$ cat src/rtl/gpr_csr_file.sv
// NPC integer register file with machine-mode CSR unit.
// Combinational reads, posedge writes, 64-bit cycle/instret counters.
module gpr_csr_file #(
  parameter int          XLEN      = 32,
  parameter int          NREG      = 32,
  parameter int          NRD       = 2,
  parameter bit          BYPASS    = 1'b1,
  parameter logic [31:0] MVENDORID = 32'h79737978,
  parameter logic [31:0] MARCHID   = 32'h017eb18f,
  localparam int         AW        = $clog2(NREG)
) (
  input  logic                 clk,
  input  logic                 rst_n,
  input  logic                 wen,
  input  logic [AW-1:0]        waddr,
  input  logic [XLEN-1:0]      wdata,
  input  logic [NRD*AW-1:0]    raddr,
  output logic [NRD*XLEN-1:0]  rdata,
  input  logic [1:0]           csr_op,
  input  logic [11:0]          csr_addr,
  input  logic [XLEN-1:0]      csr_wdata,
  output logic [XLEN-1:0]      csr_rdata,
  output logic                 csr_illegal,
  input  logic                 retire,
  input  logic                 trap_valid,
  input  logic [XLEN-1:0]      trap_cause,
  input  logic [XLEN-1:0]      trap_pc,
  input  logic                 mret,
  output logic [XLEN-1:0]      mtvec_o,
  output logic [XLEN-1:0]      mepc_o,
  output logic [NREG*XLEN-1:0] dbg_x
);

  localparam logic [2*XLEN-1:0] ONE = 1;

  logic [XLEN-1:0] regs [NREG];

  always_ff @(posedge clk) begin
    if (wen && waddr != '0) regs[waddr] <= wdata;
  end

  for (genvar i = 0; i < NRD; i++) begin : g_rd
    logic [AW-1:0] ra;
    assign ra = raddr[i*AW +: AW];
    assign rdata[i*XLEN +: XLEN] =
      (ra == '0) ? '0 :
      (BYPASS && wen && waddr == ra) ? wdata :
      regs[ra];
  end

  for (genvar i = 0; i < NREG; i++) begin : g_dbg
    if (i == 0) begin : g_zero
      assign dbg_x[XLEN-1:0] = '0;
    end else begin : g_reg
      assign dbg_x[i*XLEN +: XLEN] = regs[i];
    end
  end

  logic            mie, mpie;
  logic [XLEN-1:2] mtvec_q, mepc_q;
  logic [XLEN-1:0] mscratch, mcause;
  logic [2*XLEN-1:0] mcycle, minstret;
  logic [XLEN-1:0] mstatus_v;

  assign mstatus_v = XLEN'({2'b11, 3'b0, mpie, 3'b0, mie, 3'b0});
  assign mtvec_o   = {mtvec_q, 2'b00};
  assign mepc_o    = {mepc_q, 2'b00};

  logic a_mstatus, a_mtvec, a_mscratch, a_mepc, a_mcause;
  logic a_mcycle, a_mcycleh, a_minstret, a_minstreth;
  logic a_mvendorid, a_marchid;

  assign a_mstatus   = csr_addr == 12'h300;
  assign a_mtvec     = csr_addr == 12'h305;
  assign a_mscratch  = csr_addr == 12'h340;
  assign a_mepc      = csr_addr == 12'h341;
  assign a_mcause    = csr_addr == 12'h342;
  assign a_mcycle    = csr_addr == 12'hB00;
  assign a_mcycleh   = csr_addr == 12'hB80;
  assign a_minstret  = csr_addr == 12'hB02;
  assign a_minstreth = csr_addr == 12'hB82;
  assign a_mvendorid = csr_addr == 12'hF11;
  assign a_marchid   = csr_addr == 12'hF12;

  logic [XLEN-1:0] csr_cur, csr_new;
  logic            csr_hit, csr_we, wr;

  always_comb begin
    csr_cur = '0;
    csr_hit = 1'b1;
    unique case (1'b1)
      a_mstatus:   csr_cur = mstatus_v;
      a_mtvec:     csr_cur = mtvec_o;
      a_mscratch:  csr_cur = mscratch;
      a_mepc:      csr_cur = mepc_o;
      a_mcause:    csr_cur = mcause;
      a_mcycle:    csr_cur = mcycle[XLEN-1:0];
      a_mcycleh:   csr_cur = mcycle[2*XLEN-1:XLEN];
      a_minstret:  csr_cur = minstret[XLEN-1:0];
      a_minstreth: csr_cur = minstret[2*XLEN-1:XLEN];
      a_mvendorid: csr_cur = XLEN'(MVENDORID);
      a_marchid:   csr_cur = XLEN'(MARCHID);
      default:     csr_hit = 1'b0;
    endcase
  end

  always_comb begin
    csr_new = csr_wdata;
    case (csr_op)
      2'b10:   csr_new = csr_cur | csr_wdata;
      2'b11:   csr_new = csr_cur & ~csr_wdata;
      default: csr_new = csr_wdata;
    endcase
  end

  // RS/RC with a zero mask are pure reads
  assign csr_we      = (csr_op == 2'b01) ||
                       (csr_op[1] && csr_wdata != '0);
  assign csr_illegal = (csr_op != 2'b00) &&
                       (!csr_hit || (csr_we && (a_mvendorid || a_marchid)));
  assign csr_rdata   = (csr_op != 2'b00) ? csr_cur : '0;
  assign wr          = csr_we && !csr_illegal;

  always_ff @(posedge clk or negedge rst_n) begin
    if (!rst_n) begin
      mie      <= 1'b0;
      mpie     <= 1'b0;
      mtvec_q  <= '0;
      mepc_q   <= '0;
      mscratch <= '0;
      mcause   <= '0;
      mcycle   <= '0;
      minstret <= '0;
    end else begin
      if (wr && a_mcycle)       mcycle[XLEN-1:0] <= csr_new;
      else if (wr && a_mcycleh) mcycle[2*XLEN-1:XLEN] <= csr_new;
      else                      mcycle <= mcycle + ONE;

      if (wr && a_minstret)       minstret[XLEN-1:0] <= csr_new;
      else if (wr && a_minstreth) minstret[2*XLEN-1:XLEN] <= csr_new;
      else if (retire)            minstret <= minstret + ONE;

      if (wr && a_mtvec)    mtvec_q  <= csr_new[XLEN-1:2];
      if (wr && a_mscratch) mscratch <= csr_new;

      // trap and mret own mstatus/mepc/mcause at this edge
      if (trap_valid) begin
        mepc_q <= trap_pc[XLEN-1:2];
        mcause <= trap_cause;
        mpie   <= mie;
        mie    <= 1'b0;
      end else if (mret) begin
        mie    <= mpie;
        mpie   <= 1'b1;
      end else if (wr) begin
        if (a_mstatus) begin
          mie  <= csr_new[3];
          mpie <= csr_new[7];
        end
        if (a_mepc)   mepc_q <= csr_new[XLEN-1:2];
        if (a_mcause) mcause <= csr_new;
      end
    end
  end

endmodule

$ cat config.mk
export PLATFORM = sky130hd
export DESIGN_NAME = gpr_csr_file
export DESIGN_NICKNAME = d
export VERILOG_FILES = /design/src/rtl/gpr_csr_file.sv
export SDC_FILE = /design/constraint.sdc
export NUM_CORES = 2
export LEC_CHECK = 0
export CAP_MARGIN = 20
export CORE_AREA = 2 2 530 532
export DETAILED_ROUTE_END_ITERATION = 10
export DIE_AREA = 0 0 532 534
export GPL_TIMING_DRIVEN = 0
export PLACE_DENSITY_LB_ADDON = 0.15
export REMOVE_ABC_BUFFERS = 1
export SYNTH_ARGS = -nofsm -noshare
export SYNTH_HDL_FRONTEND = slang
export SYNTH_SLANG_ARGS = --single-unit
$ cat constraint.sdc
create_clock -name clk -period 3.4 [get_ports clk]
set_input_delay 0.68 -clock clk [delete_from_list [all_inputs] [get_ports clk]]
set_output_delay 0.68 -clock clk [all_outputs]
set_load 0.02 [all_outputs]
## Yosys cells after proc, flatten, opt, wreduce, memory -nomap -nowiden

Memories as Yosys holds them, arrays and structs flattened.
Index checks and enable logic that the tools add are counted.
W data, S select, Z words.

| operators by class | value |
|---|---|
| $add $sub $neg | 2 |
| equal/unequal tests | 19 |
| multiplexer cells | 33 |
| bitwise operators | 4 |
| reductions and logical operators | 36 |

Operator list:

| operator | count |
|---|---|
| $mux W32 | 15 |
| $pmux W32 S11 | 1 |
| $add A64 B1 Y64 const B | 2 |
| $mux W30 | 4 |
| $eq A12 B12 Y1 const B | 6 |
| $mux W64 | 1 |
| $pmux W32 S2 | 1 |
| $eq A12 B10 Y1 const B | 5 |
| $and A32 B32 Y32 | 1 |
| $not A32 Y32 | 1 |
| $or A32 B32 Y32 | 1 |
| $reduce_bool A32 Y1 | 1 |
| $logic_and A1 B1 Y1 | 13 |
| $reduce_bool A2 Y1 | 6 |
| $mux W1 | 11 |
| $reduce_or A11 Y1 | 1 |
| $eq A5 B5 Y1 | 2 |
| $logic_not A5 Y1 | 2 |
| $ne A2 B2 Y1 const B | 3 |
| $reduce_and A2 Y1 | 3 |
| $reduce_and A3 Y1 | 2 |
| $reduce_bool A3 Y1 | 2 |
| $reduce_bool A5 Y1 | 1 |
| $eq A2 B2 Y1 const B | 2 |
| other kinds (4) | 7 |

| word-level totals | value |
|---|---|
| bits in registers | 254 |
| RAM bits | 1,024 |
| bits of input ports | 163 |
| output and inout port bits | 1,185 |
| word-level logic and storage cells | 105 |
| memories | 1 |

Memories:

| memory | depth | width | read ports | clocked after memory_dff | wr ports | RTL line | source |
|---|---|---|---|---|---|---|---|
| regs | 32 | 32 | 33 | 0 | 1 | 36 | `logic [XLEN-1:0] regs [NREG];` |

## Longest topological paths before layout

| logic depth | value |
|---|---|
| depth after elaboration | 11 |
| depth in mapped cells | 11 |
| mapped depth without buffers | 8 |

## Worst setup path before layout

Ideal clock, no wire load.

| timing path | value |
|---|---|
| path kind | input port to output port |
| start | in raddr[0] |
| end | out rdata[20] |
| arrival time | 2,900 ps |
| data required time | 2,720 ps |
| slack | -180 ps |
| stages on the path | 9 |
| path buffers | 6 |
| cell sequence | clkbuf_1 -> buf_2 -> buf_2 -> buf_2 -> xnor2_1 -> nand3_1 -> buf_2 -> buf_1 -> a211oi_1 |

| on the way | value |
|---|---|
| cells in the longest elaborated chain, start to end | 4 |
| elaborated cells between the ends (all ways) | 6 |
| classes of those cells | 1 x eq/ne; 2 x mux; 2 x reduce/logical; 1 x memory |

RTL lines:

| element | RTL line | source |
|---|---|---|
| from (decl) | 17 | `input logic [NRD*AW-1:0] raddr,` |
| branches (longest 3 deep; another with $mem_v2 Z32 W32) | -- |  |
| $mux W32 (*) | 46 | `(ra == '0) ? '0 :` |
| to (decl) | 18 | `output logic [NRD*XLEN-1:0] rdata,` |

Mark *: on every way between the ends.

## Worst setup path after layout

| timing path | value |
|---|---|
| start | in csr_addr[1] |
| end | out csr_rdata[21] |

| on the way | value |
|---|---|
| cells in the longest elaborated chain, start to end | 3 |
| elaborated cells between the ends (all ways) | 13 |
| classes of those cells | 11 x eq/ne; 2 x mux |

RTL lines:

| element | RTL line | source |
|---|---|---|
| from (decl) | 20 | `input logic [11:0] csr_addr,` |
| $eq A12 B12 Y1 (tied with other cells) | 83 | `assign a_marchid = csr_addr == 12'hF12;` |
| $pmux W32 S11 (*) | 91 | `unique case (1'b1)` |
| $mux W32 (*) | 121 | `assign csr_rdata = (csr_op != 2'b00) ? csr_cur : '0;` |
| to (decl) | 22 | `output logic [XLEN-1:0] csr_rdata,` |

Mark *: on every way between the ends. The rest lies on a longest branch, timed or not.

==> impl_metrics.csv <==
group,metric,value,unit
final_layout,fin_nets,6130,
clocking,h-tree-depth,4,
final_layout,instances_no_fill,9835,
power_and_ir_drop,combPwrFrac,0.150,
global_route,grt_overflow,0,
yosys,ys_ff_latch,1278,
yosys,ys_top_cells_by_count,"edfxtp_1 (1,024), mux4_2 (609), nor2_1 (274)",
timing,setup_tns,-10730,ps
timing,min_period_over_period,1.21,
yosys,synth-edff-count,1024,
yosys,synth.distinct_cells,98,
critical_path,path_buf_inv,5,
power_and_ir_drop,switchingPower,11600,uW
clocking,cts_sinks,1278,
yosys,syn_area,0.0641,mm^2
timing,final-hold-violation-count,0,
critical_path,cpLargestDelayFamily,"compound AO/OA/AOI/OAI gates",
power_and_ir_drop,powerDensity,425,mW/mm^2
timing,fmax,0.243,GHz
detailed_routing,vias,53702,
run,timing.max_cap.violations,0,
global_route,grt.met3_usage,0.106,
power_and_ir_drop,p_seq_frac,0.423,
floorplanning,die_y,534,um
critical_path,required,2720,ps
place,io_buffers,1309,
power_and_ir_drop,clockPowerShare,0.427,
timing,rsz0062_at_grt,"yes",
power_and_ir_drop,internal-power,30200,uW
timing,post-route-min-period,4120,ps
global_route,grt_use_met1,0.326,
floorplanning,dieWidth,532,um
detailed_routing,wl_per_cell,43.6,um
global_route,met2_usage,0.470,
timing,skew,66.5,ps
critical_path,critical_path.max_stage_delay,1190,ps
critical_path,cp-end-kind,"output pin",
yosys,synthArstFlopShare,0.199,
power_and_ir_drop,p_sw_frac,0.277,
critical_path,arrival,3440,ps
detailed_routing,totalWireLength,429000,um
floorplanning,rows,194,
timing,setup_viol,84,
yosys,yosysTopAreaCellShare,0.480,
outcome,violations,"negative setup slack",
clocking,clk_pin_slew,60,ps
floorplanning,die_area,0.284,mm^2
floorplanning,coreArea,0.278,mm^2
yosys,syn_area_per_cell,15.8,um^2
min_path,holdCritPathClass,"in -> reg",
final_layout,drive_above_1_share,0.341,
floorplanning,initial_core_util,0.230,
yosys,yosys_most_used_dff,"edfxtp_1",
place,dp_hpwl,281000,um
global_route,grt_pass1_vias,52367,
critical_path,worstPathCellList,"buf_12 -> buf_16 -> and4bb_2 -> and3_4 -> buf_16 -> a222oi_1 -> nor3b_4 -> buf_12 -> nor2_4 -> buf_6",
yosys,yosys.area.top_type,"edfxtp_1",
yosys,yosysMostFrequentCell,"edfxtp_1",
yosys,synth_warnings,0,
floorplanning,ios,1348,
clocking,clk_path_buf_depth,4,
detailed_routing,avgViaCountPerCell,5.46,
clocking,cts_tree,"built",
detailed_routing,ant_nets,0,
timing,fin_ws,-716,ps
critical_path,worstSetupPathType,"in -> out",
power_and_ir_drop,total_power,41800,uW
timing,worst_pin_slew,1430,ps
clocking,root_buffer,"clkbuf_16",
critical_path,critPathSlowestCell,"a222oi_1",
final_layout,final_cell_area,0.0983,mm^2
place,globalplace.congestion,0.908,
timing,report.final.slew_viol_count,0,
yosys,synthTopCellsByArea,"edfxtp_1 (48%), mux4_2 (21%), dfrtp_1 (9.9%), mux2i_1 (2.6%), nor2_1 (1.6%)",
detailed_routing,drt_iter0_markers,6412,
critical_path,cp_max_fo,5,
critical_path,worst_setup_path_start_kind,"primary input",
final_layout,area.growth.synth_to_final,53.5,%
outcome,status,"finished with violations",
place,dp_cells,8953,
yosys,synth_cells,4062,
place,placed_area,0.0839,mm^2
global_route,track_usage,0.289,
global_route,grt_pass1_wl,549000,um
yosys,ys_seq_area_frac,0.579,
detailed_routing,drc,0,
timing,slew_headroom,0.0498,
place,post-place-ws,-2810,ps
global_route,grt_max_degree,100,
global_route,grt_antenna_before_repair,22,
power_and_ir_drop,power.leakage,0.0345,uW
clocking,numCtsBuffers,164,
detailed_routing,dr.pass1.iters,8,
clocking,clock_latency,860,ps
global_route,busiest_layer,"met2",
power_and_ir_drop,ir_worst_vdd,364,uV
## registers in the layout, indices dropped and copies added, names as in the netlist
signal and cells:
mtvec_q 30, regs 1024, mcycle 64, mpie 1, mie 1, mscratch 32
mcause 32, minstret 64, mepc_q 30
## kinds of logic after synthesis
group,synth area share
buffers and inverters,0.0283
XOR/XNOR,0.00533
AND/OR/NAND/NOR,0.0661
other,0.0000585
flip-flops,0.579
adder cells (fa/ha/maj),0.000391
multiplexers,0.243
AO/OA/AOI/OAI,0.0779
## final timing paths
| kind | slack [ps] | from | to | depth (start not counted) |
|---|---|---|---|---|
| worst max-delay path | -720 | csr_addr[1] | csr_rdata[21] | 10 |
| worst min-delay path | 390 | trap_pc[24] | mepc_q[24] | 3 |
| worst max register to register | 170 | minstret[53] | mcause[21] | 8 |
| worst min register to register | 480 | mscratch[26] | mscratch[26] | 2 |
| max in group asynchronous | 1580 | rst_n | mcycle[21] | 4 |
| min in group asynchronous | 430 | rst_n | mtvec_q[29] | 2 |
## layout by cell type (no fill, tap or decap), types with 42 or more instances in the layout
cell                n
buf_4             429
clkdlybuf4s50_1  1167
mux4_2            609
conb_1             68
a21oi_1            92
buf_16            108
edfxtp_1         1024
mux2i_1           124
nor2_1            219
a211oi_2           63
buf_6              77
nand2_1           210
o21ai_1            81
nor2_4             42
o21ai_0            71
dfrtp_1           243
a22oi_1            69
nand3_1            62
buf_12            118
clkbuf_16         184
## metrics by stage
stage	utilization	hold WS (ps)
6_report	0.353	389
3_3_place_gp	0.289	459
3_5_place_dp	0.301	461
5_1_grt	0.353	408
4_1_cts	0.345	327
2_1_floorplan	-	384
## worst min-delay path, cell delays in order
cell	delay [ps]
clkdlybuf4s50_1	410
nand2_1	70
nand2_1	40
## what timing repair did
item                                    4_1_cts  5_1_grt
hold endpoints to repair                     78        0
pin swaps                                   125       64
cloned                                       79       12
endpoints found under the setup margin      351      114
gates resized for setup                    1044      180
buffers inserted                            345      132
hold buffers                                  1        0
## layer usage
layer / part of all wire / wire [um] / vias up
met5: 0.00015 / 66 / -
met4: 0.074 / 31900 / 10
met3: 0.11 / 45600 / 859
met2: 0.47 / 200000 / 3344
met1: 0.35 / 151000 / 28863
li1: - / - / 20626
## cell type report
class,instances,area (um^2)
Fill cell,26813,180000
Sequential cell,1278,37100
Multi-Input combinational cell,2457,27700
Timing Repair Buffer,2023,23400
Tap cell,3724,4660
Clock buffer,214,4480
Clock inverter,83,792
Inverter,41,156
Antenna cell,15,37.5
## power groups by stage
stage / combinational (uW) / clock, uW / sequential, uW
after floorplan: 1850 / 0 / 18000
after global placement: 6190 / 0 / 18000
after detailed placement: 4970 / 0 / 18000
after CTS: 5960 / 18000 / 17700
after global routing: 6400 / 18600 / 17700
final: 6280 / 17800 / 17700
Power figures use the tool's default switching activity.
